`src/rtl/rx_pkg.sv`:
```
// rtl/rx_pkg.sv - shared constants, state encoding and helpers for the receive payload extractor
package rx_pkg;

  localparam int          ETH_HDR_LEN  = 14;
  localparam int          ETH_FCS_LEN  = 4;
  localparam logic [15:0] ETHTYPE_VLAN = 16'h8100;
  localparam int          ETH_MIN_LEN  = 64;
  localparam int          VLAN_TAG_LEN = 4;

  localparam int ERR_SHORT    = 0;
  localparam int ERR_RUNT     = 1;
  localparam int ERR_OVERSIZE = 2;

  typedef enum logic [2:0] {
    IDLE,
    HDR,
    VLAN,
    PAYLOAD,
    DISCARD
  } rx_state_t;

  function automatic logic [7:0] ascii_lower(input logic [7:0] b);
    return ((b >= 8'h41) && (b <= 8'h5A)) ? (b + 8'h20) : b;
  endfunction

endpackage

```
`src/rtl/fcs_delay_line.sv`:
```
// rtl/fcs_delay_line.sv - hold-back shift register that keeps the trailing FCS bytes from being emitted
module fcs_delay_line #(
  parameter int DEPTH = 4
) (
  input  logic       clk,
  input  logic       reset,
  input  logic       push,
  input  logic       flush,
  input  logic [7:0] in_data,
  output logic       full,
  output logic [7:0] out_data
);

  localparam int            CW       = $clog2(DEPTH + 1);
  localparam logic [CW-1:0] FULL_CNT = CW'(DEPTH);

  logic [7:0]    r_mem [DEPTH];
  logic [CW-1:0] r_fill;

  always_ff @(posedge clk) begin
    if (reset) begin
      r_fill <= '0;
      for (int i = 0; i < DEPTH; i++) r_mem[i] <= 8'h00;
    end else if (flush) begin
      r_fill <= '0;
    end else if (push) begin
      r_mem[0] <= in_data;
      for (int i = 1; i < DEPTH; i++) r_mem[i] <= r_mem[i-1];
      if (r_fill != FULL_CNT) r_fill <= r_fill + 1'b1;
    end
  end

  // Oldest byte leaves on the same push that brings the line past full.
  assign full     = (r_fill == FULL_CNT);
  assign out_data = r_mem[DEPTH-1];

endmodule

```
`src/rtl/rx_payload_extract.sv`:
```
// rtl/rx_payload_extract.sv - strips Ethernet header, optional VLAN tag and FCS from the GMAC rx stream
module rx_payload_extract
  import rx_pkg::*;
#(
  parameter int HDR_LEN  = ETH_HDR_LEN,
  parameter int FCS_LEN  = ETH_FCS_LEN,
  parameter bit VLAN_EN  = 1'b1,
  parameter bit LOWER_EN = 1'b1,
  parameter int MAX_LEN  = 1518
) (
  input  logic        rxcoreclk,
  input  logic        reset,
  input  logic [7:0]  gmac_rx_data,
  input  logic        gmac_rx_dvld,
  output logic [7:0]  pl_data,
  output logic        pl_dvld,
  output logic        frame_done,
  output logic [15:0] frame_len,
  output logic [15:0] payload_len,
  output logic [2:0]  frame_err
);

  localparam logic [15:0] TYPE_MSB_IDX = 16'(HDR_LEN - 2);
  localparam logic [15:0] HDR_LAST_IDX = 16'(HDR_LEN - 1);
  localparam logic [15:0] TAG_LAST_IDX = 16'(HDR_LEN + VLAN_TAG_LEN - 1);
  localparam logic [15:0] MAX_CNT      = 16'(MAX_LEN);
  localparam logic [15:0] MIN_CNT      = 16'(ETH_MIN_LEN);

  rx_state_t   r_state, w_next_state;
  logic        r_after_rst;
  logic [15:0] r_cnt;
  logic [15:0] r_pl_cnt;
  logic        r_over;
  logic [7:0]  r_type_msb;
  logic [7:0]  r_pl_data;
  logic        r_pl_dvld;
  logic        r_frame_done;
  logic [15:0] r_frame_len;
  logic [15:0] r_payload_len;
  logic [2:0]  r_frame_err;

  logic        w_active, w_end, w_push, w_full, w_byte_over, w_emit;
  logic [7:0]  w_dl_out, w_out_byte;
  logic [2:0]  w_err;

  assign w_active    = (r_state == HDR) || (r_state == VLAN) || (r_state == PAYLOAD);
  assign w_end       = w_active && !gmac_rx_dvld;
  assign w_push      = (r_state == PAYLOAD) && gmac_rx_dvld;
  assign w_byte_over = gmac_rx_dvld && (r_cnt >= MAX_CNT);
  assign w_emit      = w_push && w_full && !r_over && !w_byte_over;
  assign w_out_byte  = LOWER_EN ? ascii_lower(w_dl_out) : w_dl_out;

  fcs_delay_line #(
    .DEPTH (FCS_LEN)
  ) u_fcs_delay_line (
    .clk      (rxcoreclk),
    .reset    (reset),
    .push     (w_push),
    .flush    (w_end),
    .in_data  (gmac_rx_data),
    .full     (w_full),
    .out_data (w_dl_out)
  );

  always_comb begin
    w_err               = '0;
    w_err[ERR_OVERSIZE] = r_over;
    w_err[ERR_RUNT]     = (r_cnt < MIN_CNT);
    w_err[ERR_SHORT]    = (r_pl_cnt == 16'd0);
  end

  always_comb begin
    w_next_state = r_state;
    unique case (r_state)
      IDLE: begin
        // A frame already in flight when reset releases has no usable header.
        if (gmac_rx_dvld) w_next_state = r_after_rst ? DISCARD : HDR;
      end
      HDR: begin
        if (!gmac_rx_dvld) begin
          w_next_state = IDLE;
        end else if (r_cnt == HDR_LAST_IDX) begin
          w_next_state = (VLAN_EN && ({r_type_msb, gmac_rx_data} == ETHTYPE_VLAN)) ? VLAN : PAYLOAD;
        end
      end
      VLAN: begin
        if (!gmac_rx_dvld)                 w_next_state = IDLE;
        else if (r_cnt == TAG_LAST_IDX)    w_next_state = PAYLOAD;
      end
      PAYLOAD: begin
        if (!gmac_rx_dvld) w_next_state = IDLE;
      end
      DISCARD: begin
        if (!gmac_rx_dvld) w_next_state = IDLE;
      end
      default: w_next_state = IDLE;
    endcase
  end

  always_ff @(posedge rxcoreclk) begin
    if (reset) begin
      r_state       <= IDLE;
      r_after_rst   <= 1'b1;
      r_cnt         <= 16'd0;
      r_pl_cnt      <= 16'd0;
      r_over        <= 1'b0;
      r_type_msb    <= 8'h00;
      r_pl_data     <= 8'h00;
      r_pl_dvld     <= 1'b0;
      r_frame_done  <= 1'b0;
      r_frame_len   <= 16'd0;
      r_payload_len <= 16'd0;
      r_frame_err   <= 3'b000;
    end else begin
      r_state      <= w_next_state;
      r_after_rst  <= 1'b0;
      r_frame_done <= w_end;
      r_pl_dvld    <= w_emit;
      r_pl_data    <= w_emit ? w_out_byte : 8'h00;

      if (r_state == IDLE) begin
        r_cnt    <= gmac_rx_dvld ? 16'd1 : 16'd0;
        r_pl_cnt <= 16'd0;
        r_over   <= 1'b0;
      end else if (w_active && gmac_rx_dvld) begin
        if (r_cnt != 16'hFFFF) r_cnt <= r_cnt + 16'd1;
        if (w_byte_over)       r_over <= 1'b1;
        if (w_emit)            r_pl_cnt <= r_pl_cnt + 16'd1;
      end

      if ((r_state == HDR) && gmac_rx_dvld && (r_cnt == TYPE_MSB_IDX)) r_type_msb <= gmac_rx_data;

      if (w_end) begin
        r_frame_len   <= r_cnt;
        r_payload_len <= r_pl_cnt;
        r_frame_err   <= w_err;
      end
    end
  end

  assign pl_data     = r_pl_data;
  assign pl_dvld     = r_pl_dvld;
  assign frame_done  = r_frame_done;
  assign frame_len   = r_frame_len;
  assign payload_len = r_payload_len;
  assign frame_err   = r_frame_err;

endmodule

```
`config.mk`:
```
export PLATFORM = sky130hd
export DESIGN_NAME = rx_payload_extract
export DESIGN_NICKNAME = d
export VERILOG_FILES = /design/src/rtl/rx_pkg.sv /design/src/rtl/fcs_delay_line.sv /design/src/rtl/rx_payload_extract.sv
export SDC_FILE = /design/constraint.sdc
export NUM_CORES = 1
export LEC_CHECK = 0
export CAP_MARGIN = 20
export CORE_MARGIN = 5
export CORE_UTILIZATION = 40
export CTS_BUF_LIST = sky130_fd_sc_hd__clkbuf_8
export DETAILED_ROUTE_END_ITERATION = 10
export PLACE_DENSITY = 0.68
export SKIP_LAST_GASP = 1
export SYNTH_ARGS = -nofsm -noshare
export SYNTH_HDL_FRONTEND = slang
export SYNTH_SLANG_ARGS = --single-unit
```
`constraint.sdc`:
```
create_clock -name rxcoreclk -period 3.18 [get_ports rxcoreclk]
set_clock_uncertainty 0.05 [all_clocks]
set_input_delay 0.636 -clock rxcoreclk [delete_from_list [all_inputs] [get_ports rxcoreclk]]
set_output_delay 0.636 -clock rxcoreclk [all_outputs]
set_load 0.01 [all_outputs]
```
* Yosys cells after proc, flatten, opt, wreduce, memory -nomap -nowiden
Memory sizes are Yosys's and may differ from the RTL's.
Cells that the tools add are included.
W data, S select, Z words.
** Storage, ports and cells
- Bits in registers :: 93
- Memory bits (writable) :: 32
- Memories kept :: 1
** Memory list
- u_fcs_delay_line.r_mem :: depth 4, bits a word 8, read ports 4, clocked after Yosys merged registers in 0, write ports 4, RTL line fcs_delay_line.sv:17 : logic [7:0] r_mem [DEPTH];
** Cells by class
- Add/sub/neg operators :: 4
- Order comparisons :: 4
- Eq/ne operators :: 15
- Multiplexer cells :: 24
- Bitwise logic cells :: 5
- Reduce and logical (&&, ||, !) cells :: 28
** Operators by type and width (count)
- $mux W16 :: 3
- $mux W8 :: 5
- $add A16 B1 Y16 const B :: 2
- $eq A16 B4 Y1 const B :: 2
- $mux W3 :: 7
- $eq A16 B16 Y1 const B :: 1
- $eq A16 B5 Y1 const B :: 1
- $ge A16 B11 Y1 const B :: 1
- $logic_not A16 Y1 :: 1
- $lt A16 B7 Y1 const B :: 1
- $ne A16 B16 Y1 const B :: 1
- $pmux W3 S4 :: 1
- $logic_and A1 B1 Y1 :: 10
- $add A8 B6 Y8 const B :: 1
- $ge A8 B7 Y1 const B :: 1
- $le A8 B7 Y1 const B :: 1
- $mux W1 :: 8
- $reduce_and A2 Y1 :: 4
- $reduce_or A2 Y1 :: 4
- $eq A3 B2 Y1 const B :: 2
- $eq A3 B3 Y1 const B :: 2
- $ne A3 B2 Y1 const B :: 2
- $ne A2 B2 Y1 const B :: 2
- $or A1 B1 Y1 :: 4
- other kinds (9) :: 13

* Depth between registers and ports, before layout
Gate-level depths: netlist of the first run.
- Depth after elaboration :: 8
- Mapped depth :: 9
- Mapped depth without buffers :: 8

* Hierarchy
Synthesis of the first run repeated with hierarchy kept, for this count alone.
** Second synthesis, totals
- Cell total of the unflattened synthesis :: 550
- Area total of the unflattened synthesis :: 5301.3 um2
** Modules (own cells, without submodules)
- rx_payload_extract :: times used 1, cells each 462, area an instance 3898.7 um2, seq. area each 1801.7 um2
- fcs_delay_line :: times used 1, cells each 88, area an instance 1402.6 um2, seq. area each 1021.0 um2

* Worst setup path after synthesis of the first run
Ideal clock, no wire load.
- Kind :: input to register
- From :: input reset
- To :: memory u_fcs_delay_line.r_mem[0][0], enable pin
- Library setup time :: 0.394 ns
- Arrival :: 1.894 ns
- Data required time :: 2.736 ns
- Path slack :: 0.842 ns
- Stages on the path :: 3
- Buffers on the path :: 2
- Cell sequence :: clkbuf_8 clkbuf_1 nand2b_1
** RTL lines
- start, declared :: RTL line rx_payload_extract.sv:12 : input logic reset,
- end, declared :: RTL line fcs_delay_line.sv:17

* Worst setup path after layout of the first run
- From :: input gmac_rx_dvld
- To :: register r_pl_cnt[11]
** Between the ends
- Cells in the longest elaborated chain, start to end :: 5
** RTL lines
- start, declared :: RTL line rx_payload_extract.sv:14 : input logic gmac_rx_dvld,
- $logic_and A1 B1 Y1 :: RTL line rx_payload_extract.sv:48 : assign w_push = (r_state == PAYLOAD) && gmac_rx_dvld;
- $logic_and A1 B1 Y1 (3 in series) :: RTL line rx_payload_extract.sv:50 : assign w_emit = w_push && w_full && !r_over && !w_byte_over;
- $reduce_and A2 Y1 (no line) (*)
- end signal, assigned :: RTL line rx_payload_extract.sv:128 : if (w_emit) r_pl_cnt <= r_pl_cnt + 16'd1;
- end, declared :: RTL line rx_payload_extract.sv:32 : logic [15:0] r_pl_cnt;
Every way passes the cells marked *; elsewhere a longest branch is shown, timed or not.
A chain may end at the register's enable or synchronous reset.

==> reports/metrics.csv, run 1 <==
metric,value,unit
outcome,finished clean,
cts.sinks,125,
synth-seq-cells,125,
critPathLaunchType,input port,
fmax,0.393,GHz
whs,0.406,ns
finalMaxSlewViolations,0,
synth-xor-area-share,2.88,%
synthMuxAreaShare,2.13,%
vias_per_cell,5.04,
grt_max_degree,33,
worstPathArrival,2.87,ns
cp_max_fo,6,
path_class,in -> reg,
synth_edf_count,32,
chipHeight,124,um
maxCapViolations,0,
postSynthCellCount,547,
vias,3957,
postRouteAntennaNets,0,
core,0.0127,mm2
syn-num-nets,567,
drtIter0Drc,235,
fin_crit,2.54,ns
initial_core_util,40.8,%
dpl.hpwl,7.14,mm
ys_warn_count,0,
synth_seq_area_share,54.6,%
cts_made_buffers,17,
clk-insertion-delay-late,0.44,ns
irDropWorstVdd,0.299,mV
clk_pin_slew,0.07,ns
die_w,124,um
synth_top_family_by_area,simple AND/OR/NAND/NOR gates,
rows,41,
cts_tree,built,
final_cell_mix,"93 x dfxtp_1, 91 x nand2_1, 58 x a21oi_1, 54 x clkdlybuf4s50_1, 42 x nor2_1",
gp_congestion,0.842,
synthesis.area,0.00517,mm2
h-tree-depth,4,
yosys.area_share.simple,26.1,%
antenna_found_initial,0,
port_buffers,55,
synth-compound-area-share,8.83,%
setup_violations,0,
avgRoutedWirePerCell,13.1,um
max_slew.worst_pin.slew,0.623,ns
finalCritPeriodShare,80.0,%
grt_pass1_wl,17.3,mm
io_pins,56,
cp-end-kind,flip-flop,
grt_setup_unrepaired,no,
hold_viol,0,
ys.flop_type,dfxtp_1,
post_synth.cell_area_avg,9.46,um2
gr-total-overflow,0,
cts_resized,0,
ys_async_sr_fraction,0,%
syn_to_final_growth,19.7,%
synthAdderAreaFrac,2.18,%
ff2ff_setup_slack,0.68,ns
crit_required,3.51,ns
p_per_area,496,mW/mm2
layout-drive-gt1-share,8.32,%
grt_pass1_vias,3817,
totalNegativeSetupSlack,0,ns
max-slew-margin-rel,58.5,%
clk_path_buf_depth,2,
final_common_cell,dfxtp_1,
holdBufCountCts,0,
drc,0,
final_nets,620,
grt_use_total,14.3,%
routed_wirelength,10.3,mm
root_buffer,clkbuf_8,
dieArea,0.0153,mm2
synth_cell_types,44,
drt_first_pass_iters,4,
power.leakage,2.12,nW
num_antenna_cells,0,
hp-class,reg -> reg,
cts_setup_buffers,0,
## per-layer routing
layer	GRT usage [%]	routed length, um	vias to the layer above	part of all wire (%)
met3	5.36	579	15	5.6
met2	23.9	4930	85	48
met5	0	0	-	0
li1	-	-	1994	-
met4	5.19	159	0	1.6
met1	16.9	4580	1863	45
## worst max-delay path, stage by stage
cell and delay, ns:
clkdlybuf4s50_1 0.57, nor2b_1 0.21, nand3_1 0.19, nor3_2 0.37, nand4_1 0.21, or4_1 0.53
a21oi_1 0.14
## Yosys cell counts (all sizes together), types with 11 or more instances
master / number / area [um2]
a21oi: 58 / 290
and2: 39 / 244
clkbuf: 22 / 105
dfxtp: 93 / 1860
edfxtp: 32 / 961
mux2i: 11 / 110
nand2: 91 / 342
nand3: 13 / 65.1
nand4: 12 / 75.1
nor2: 42 / 158
o21ai: 15 / 75.1
or3: 12 / 75.1
xor2: 13 / 114
## path summary, 6_finish.rpt
kind             startpoint        endpoint  depth (start not counted)
max reg2reg       r_cnt[12]   r_type_msb[3]                          5
min          payload_len[3]  payload_len[3]                          2
max            gmac_rx_dvld    r_pl_cnt[11]                          7
min reg2reg  payload_len[3]  payload_len[3]                          2
## power breakdown
group          internal (mW)  leakage [nW]  switching, mW  total, mW
sequential              1.65          1.08         0.0223       1.68
combinational         0.0639         0.852          0.127      0.191
clock                  0.597         0.185          0.605       1.20
total                   2.32          2.12          0.754       3.07
## stage by stage
step / cells / total power [mW] / instance area, um2 / utilization [%] / worst slack, ns
after floorplan: 547 / 1.84 / 5170 / - / 0.842
after global placement: 753 / 1.90 / 5850 / 46.2 / 0.303
after detailed placement: 753 / 1.90 / 5850 / 46.2 / 0.209
after CTS: 785 / 3.11 / 6190 / 48.9 / 0.658
after global routing: 785 / 3.20 / 6190 / 48.9 / 0.453
final: 785 / 3.07 / 6190 / 48.9 / 0.636
## kinds of logic after synthesis
group | Yosys count
buffers and inverters | 36
adders and majority gates | 9
xor gates and xnor gates | 17
DFF | 125
and+or+nand+nor | 265
AOI/OAI and AO/OA | 84
muxes | 11
## flip-flops by register name, indices dropped and copies added (netlist names), 3 cells and up
name	count
pl_data	8
r_cnt	16
u_fcs_delay_line.r_fill	3
frame_len	16
u_fcs_delay_line.r_mem	32
r_state	3
payload_len	16
r_pl_cnt	16
r_type_msb	8
frame_err	3
## final cells by class
type / count / area, um2
clock buffers: 17 / 234
clock inverters: 15 / 108
fillers: 1181 / 6480
inverters: 6 / 22.5
multi-input cells: 386 / 2180
flip-flops and latches: 125 / 2820
well taps: 172 / 215
repair buffers: 64 / 613
Power figures use the tool's default switching activity.
==> run 2, diff against run 1 <==
Clock period 3.18 ns to 2.4 ns, I/O delays scaled along.
==> reports/metrics.csv, run 2 (synthesis gave the netlist of run 1 again) <==
metric,value,unit
finalCritPeriodShare,95.9,%
h-tree-depth,4,
largest-register,u_fcs_delay_line.r_mem,
cts_setup_buffers,0,
p_per_area,648,mW/mm2
syn_to_final_growth,24.3,%
max_stage_delay,0.51,ns
drtIter0Drc,199,
final_nets,642,
max_slew.worst_pin.slew,0.636,ns
crit_chain,"or4_1, or4_4, and4bb_2, buf_12, mux2i_2, nor2_1",
num_antenna_cells,0,
final_common_cell,nand2_1,
placed_cells,775,
grt_pass1_wl,17.9,mm
postRouteAntennaNets,0,
crit_required,2.65,ns
maxCapViolations,0,
dieArea,0.0153,mm2
fin_crit,2.30,ns
vias,4039,
worstPathArrival,2.55,ns
initial_core_util,40.8,%
vias_per_cell,5.00,
cts_made_buffers,17,
final_cell_mix,"91 x nand2_1, 90 x dfxtp_1, 58 x a21oi_1, 54 x clkdlybuf4s50_1, 42 x nor2_1",
io_pins,56,
gr-total-overflow,0,
rows,41,
grt_pass1_vias,3963,
irDropWorstVdd,0.357,mV
power.leakage,2.25,nW
critPathLaunchType,flip-flop,
critPathSlowestCell,or4_1,
clk_pin_slew,0.07,ns
grt_use_total,14.8,%
cp-end-kind,flip-flop,
gp_congestion,0.833,
stdcell_count,807,
finalInstanceArea,0.00643,mm2
dpl.hpwl,7.60,mm
p_total,4.17,mW
clk-insertion-delay-late,0.43,ns
path_class,reg -> reg,
hp-class,in -> reg,
post_dp_cell_area,0.00605,mm2
drt_first_pass_iters,4,
die_w,124,um
chipHeight,124,um
largest_register_ffs,32,
grt_max_degree,33,
cp_max_fo,8,
cts.sinks,125,
setup_violations,0,
cts_tree,built,
grt_setup_unrepaired,no,
hold_viol,0,
drc,0,
avgRoutedWirePerCell,13.2,um
layout-drive-gt1-share,11.5,%
finalMaxSlewViolations,0,
antenna_found_initial,0,
routed_wirelength,10.6,mm
clk_path_buf_depth,2,
port_buffers,55,
max-slew-margin-rel,57.6,%
outcome,finished clean,
fmax,0.435,GHz
root_buffer,clkbuf_8,
core,0.0127,mm2
-- run 2: layout make-up --
cell class                      instances  area (um2)
Clock buffer                           18         248
Clock inverter                         14         114
Fill cell                            1189        6240
Inverter                                6        22.5
Multi-Input combinational cell        386        2190
Sequential cell                       125        2830
Tap cell                              172         215
Timing Repair Buffer                   86         816
-- run 2: path summary, 6_finish.rpt --
| path | startpoint | to | slack [ns] | cells past startpoint |
|---|---|---|---|---|
| worst max-delay path | r_cnt[7] | r_type_msb[3] | 0.1 | 6 |
| worst min-delay path | reset | r_after_rst | 0.37 | 1 |
| worst max register to register | r_cnt[7] | r_type_msb[3] | 0.1 | 6 |
| worst min register to register | payload_len[9] | payload_len[9] | 0.41 | 2 |
-- run 2: what timing repair did --
item,4_1_cts,5_1_grt
resized for setup,0,6
endpoints found under the setup margin,0,7
endpoints found under the hold margin,0,0
hold buffers,0,0
-- run 2: power breakdown --
part / switching, mW / internal, mW
Sequential: 0.0254 / 2.19
Combinational: 0.177 / 0.0976
Clock: 0.761 / 0.914
Total: 0.964 / 3.20
-- run 2: routing by layer --
metal  vias up  wire length (um)  GRT usage (%)  share of wire (%)
met5         -                 0              0                  0
met3        14               476           5.63                4.5
li1       2033                 -              -                  -
met2        72              5230           24.2                 49
met1      1920              4790           17.8                 45
met4         0               143           5.61                1.3
-- run 2: metrics by stage --
| step | utilization [%] | hold WS (ns) | TNS (ns) | worst slack [ns] |
|---|---|---|---|---|
| 2_1_floorplan | - | 0.400 | 0 | 0.218 |
| 6_report | 50.7 | 0.371 | 0 | 0.0991 |
| 4_1_cts | 50.6 | 0.331 | 0 | 0.0334 |
| 3_5_place_dp | 47.8 | 0.400 | -2.84 | -0.194 |
| 5_1_grt | 50.7 | 0.348 | 0 | 0.0182 |
| 3_3_place_gp | 47.8 | 0.396 | -1.21 | -0.112 |
-- run 2: worst max-delay path, delay by kind of cell, from the launching register on --
kind	cells	cell delay (ns)
flip-flops	1	0.34
AND/OR/NAND/NOR	4	1.43
buffers and inverters	1	0.14
multiplexers	1	0.21
